`config.mk`:
```
export PLATFORM = sky130hd
export DESIGN_NAME = gray_code_counter_16_bit
export DESIGN_NICKNAME = d
export VERILOG_FILES = /design/src/rtl/gray_code_pkg.sv /design/src/rtl/binary_to_gray_converter_16_bit.sv /design/src/rtl/gray_code_counter_16_bit.sv
export SDC_FILE = /design/constraint.sdc
export NUM_CORES = 1
export LEC_CHECK = 0
export ABC_AREA = 1
export BUFFER_PORTS_ARGS = -buffer_cell sky130_fd_sc_hd__buf_2
export CAP_MARGIN = 25
export CORE_MARGIN = 2
export CORE_UTILIZATION = 49
export DETAILED_ROUTE_END_ITERATION = 16
export HOLD_SLACK_MARGIN = 0.03
export PLACE_DENSITY = 0.8
export SLEW_MARGIN = 20
export SYNTH_ARGS = -nofsm -noshare
export SYNTH_HDL_FRONTEND = slang
export SYNTH_SLANG_ARGS = --single-unit
```
`constraint.sdc`:
```
create_clock -name Clock_In -period 1.73 [get_ports Clock_In]
set_input_delay 0.173 -clock Clock_In [delete_from_list [all_inputs] [get_ports Clock_In]]
set_output_delay 0.173 -clock Clock_In [all_outputs]
set_load 0.02 [all_outputs]
```
`src/rtl/gray_code_pkg.sv`:
```
// gray_code_pkg: shared width default, count directions and the binary-to-Gray encode.
package gray_code_pkg;
    localparam int DEFAULT_DATA_WIDTH = 16;
    localparam logic COUNT_UP = 1'b1;
    localparam logic COUNT_DOWN = 1'b0;

    function automatic logic [31:0] to_gray(input logic [31:0] binary);
        return binary ^ (binary >> 1);
    endfunction
endpackage

```
`src/rtl/binary_to_gray_converter_16_bit.sv`:
```
// binary_to_gray_converter_16_bit: combinational binary to reflected Gray encode.
module binary_to_gray_converter_16_bit
    import gray_code_pkg::*;
#(
    parameter int DATA_WIDTH = DEFAULT_DATA_WIDTH
) (
    input  logic [DATA_WIDTH-1:0] binary,
    output logic [DATA_WIDTH-1:0] gray
);
    assign gray = DATA_WIDTH'(to_gray(32'(binary)));
endmodule

```
`src/rtl/gray_code_counter_16_bit.sv`:
```
// gray_code_counter_16_bit: loadable up/down counter with registered binary and Gray outputs.
// Gray is encoded from the next binary value so both outputs leave the same flops edge.
module gray_code_counter_16_bit
    import gray_code_pkg::*;
#(
    parameter int DATA_WIDTH = DEFAULT_DATA_WIDTH
) (
    input  logic                  Clock_In,
    input  logic                  Reset_In,
    input  logic                  Enable_In,
    input  logic                  Up_Down_In,
    input  logic                  Load_In,
    input  logic [DATA_WIDTH-1:0] Binary_Load_In,
    output logic [DATA_WIDTH-1:0] Binary_Count_Out,
    output logic [DATA_WIDTH-1:0] Gray_Count_Out,
    output logic                  Wrap_Out
);
    logic [DATA_WIDTH-1:0] next_binary;
    logic [DATA_WIDTH-1:0] next_gray;
    logic                  next_wrap;
    logic                  up;

    always_comb begin
        up = Up_Down_In == COUNT_UP;
        next_binary = Load_In ? Binary_Load_In :
                      Enable_In ? (up ? Binary_Count_Out + DATA_WIDTH'(1)
                                      : Binary_Count_Out - DATA_WIDTH'(1)) :
                      Binary_Count_Out;
        // Loads never flag a wrap, only a real modulo step does.
        next_wrap = !Load_In && Enable_In && (up ? &Binary_Count_Out : ~|Binary_Count_Out);
    end

    binary_to_gray_converter_16_bit #(.DATA_WIDTH(DATA_WIDTH)) u_encode (
        .binary(next_binary),
        .gray  (next_gray)
    );

    always_ff @(posedge Clock_In) begin
        if (Reset_In) begin
            Binary_Count_Out <= '0;
            Gray_Count_Out   <= '0;
            Wrap_Out         <= 1'b0;
        end else begin
            Binary_Count_Out <= next_binary;
            Gray_Count_Out   <= next_gray;
            Wrap_Out         <= next_wrap;
        end
    end
endmodule
```
==> flow_summary.ini <==
[logic_synthesis]
syn-num-nets = 424
synth.avg_cell_area_sq_um = 6.092
netlist_instances = 388
syn_area_sq_um = 2364
ys_ff_latch = 32
synthDistinctLibCells = 32
yosysSeqAreaShare = 0.2710
yosysWarnings = 0

[routing]
via_per_inst = 5.317
drc = 0
routed_wl_mm = 8.190
wl_per_cell_um = 15.11
dr.pass1.iters = 5
vias = 2882
first_iter_violations = 207
ant_nets = 0

[power]
finalPower_w = 0.002785
p_per_area_nw_per_um2 = 767.9
ir_drop_mv = 0.7789
p_leak_nw = 1.937

[sta]
worst_pin_slew_ps = 487.1
fin_skew_ps = 2.926
hold_viol = 0
fmax_mhz = 538.0
maxSlewViolCount = 0
period_minus_slack_ps = 1859
setup-violations-final = 15
rsz0062_at_grt = true
slew_headroom = 0.6749
worst_slack_ps = -128.8
finalCritPeriodShare = 1.074

[min_path]
worstHoldPathType = primary input to register
hold_depth = 3

[cts]
cts.sinks = 32
cts_buffer_depth = 2
clockRootBuffer = clkbuf_8
cts_tree = done
clock_latency_ps = 290
cts_made_buffers = 5
clk_pin_slew_ps = 70
hold_buffers = 0
htreeDepth = 2

[grt]
antenna_found_initial = 0
first_global_vias = 2538
grt_remaining_overflow = 0
grt_first_pass_wirelength_mm = 11.61
met2_usage = 0.4623
grt_max_degree = 20
use_met1 = 0.3711
grt_usage = 0.2814
use_met3 = 0.03978
grt.busiest_layer = met2

[final_layout]
antenna_cells = 0
fin_util = 0.7731
layout-drive-gt1-share = 0.4611
layout_commonest_cell = nand2_1
area_delta_synth_final_pct = 53.47
final_nets = 523
final_cell_mix = nand2_1, buf_2, inv_1

[die]
initial_utilization = 0.5037
dieHeight_um = 73.45
die-area_sq_um = 5395
die_w_um = 73.45
rows = 25
design.core.area_sq_um = 4692
ios = 54

[worst_setup_path]
critPathLaunchType = register
worstPathArrival_ps = 2040
path_class = register to register
reg2reg_depth = 10
critical_path.endpoint_type = register
required_ps = 1910
crit_fanout = 4

[status]
violations = setup timing
status = finished, violations left

[placed_design]
gp_congestion = 0.9294
dpl.hpwl_mm = 5.284
portBuffers = 53

[flow_run]
max_cap_viol_count = 0
## cell usage after synthesis, drive strengths merged
cell,n,share of area
xor2,5,0.019
o22a,2,0.0074
nor3b,1,0.0032
dfxtp,32,0.27
o21ai,11,0.025
nand3b,2,0.0064
nor2,44,0.072
nor3,2,0.0042
nand3,23,0.055
clkbuf,4,0.0064
inv,59,0.094
a21oi,23,0.049
nand4,6,0.016
buf,5,0.015
fa,1,0.0085
and2,1,0.0026
a41oi,1,0.0037
nand2,139,0.23
xnor2,3,0.011
or2,4,0.012
a31oi,1,0.0026
nor4,4,0.011
a22oi,1,0.0032
ha,14,0.074
## stage by stage
step / std cells / setup WS [ps] / hold WS [ps] / instance area, sq um / TNS [ps]
after floorplan: 388 / -54.70 / 247.3 / 2395 / -301.2
after global placement: 529 / -342.3 / 451.7 / 3012 / -4768
after detailed placement: 529 / -345.9 / 459.4 / 3012 / -5758
after CTS: 539 / -42.67 / 155.2 / 3385 / -350.0
after global routing: 542 / -191.6 / 176.1 / 3627 / -2071
final: 542 / -128.8 / 161.3 / 3627 / -709.6
## routing by layer
layer,vias up,wire length [um]
met2,122,4013
li1,1419,-
met4,0,199
met3,18,525
met1,1323,3452
met5,-,0
## kinds of logic (layout without fill, tap and decap cells)
family / count (synthesis) / after routing / share of synthesized area
AOI/OAI and AO/OA: 39 / 39 / 0.09053
xor gates and xnor gates: 8 / 8 / 0.02965
adders and majority gates: 15 / 15 / 0.08258
buffers and inverters: 68 / 168 / 0.1154
DFF: 32 / 32 / 0.2710
and+or+nand+nor: 226 / 226 / 0.4108
## final cells by class
class                      count  area, sq um
multi-input combinational    288         1922
fill                         321         1065
sequential                    32        670.6
timing repair buffer         101        649.4
inverter                      59        227.7
clock buffer                   8        90.09
tap                           54        67.56
## path summary, 6_finish.rpt
path	slack [ps]	startpoint	end
setup reg to reg	-130	Binary_Count_Out[2]	Gray_Count_Out[5]
hold / removal	160	Binary_Load_In[6]	Binary_Count_Out[6]
hold reg to reg	760	Binary_Count_Out[4]	Wrap_Out
setup / recovery	-130	Binary_Count_Out[2]	Gray_Count_Out[5]
## sequential cells by signal, indices dropped and copies added, names as in the netlist
register          cells
Gray_Count_Out       15
Binary_Count_Out     16
Wrap_Out              1
## what timing repair did
item | in CTS | in global routing
endpoints found under the setup margin | 14 | 21
pin swaps | 31 | 43
gates resized for setup | 53 | 68
buffers inserted | 2 | 3
## report_power, final
part	switching, W	internal (W)	leakage [nW]
logic	0.000769	0.000540	1.62
clock network	0.000279	0.000324	0.0455
registers	0.0000539	0.000819	0.272
## critical path, stage by stage (launching register included)
cell and delay (ps):
dfxtp_2 350, ha_4 250, or2_4 260, nand3_2 100
nand2_4 70, xnor2_1 220, nand2_1 150, nand2_2 130
nand2_4 70, nor2_1 110, nor2_1 50
Note: power is estimated with default switching activity, not from simulation.
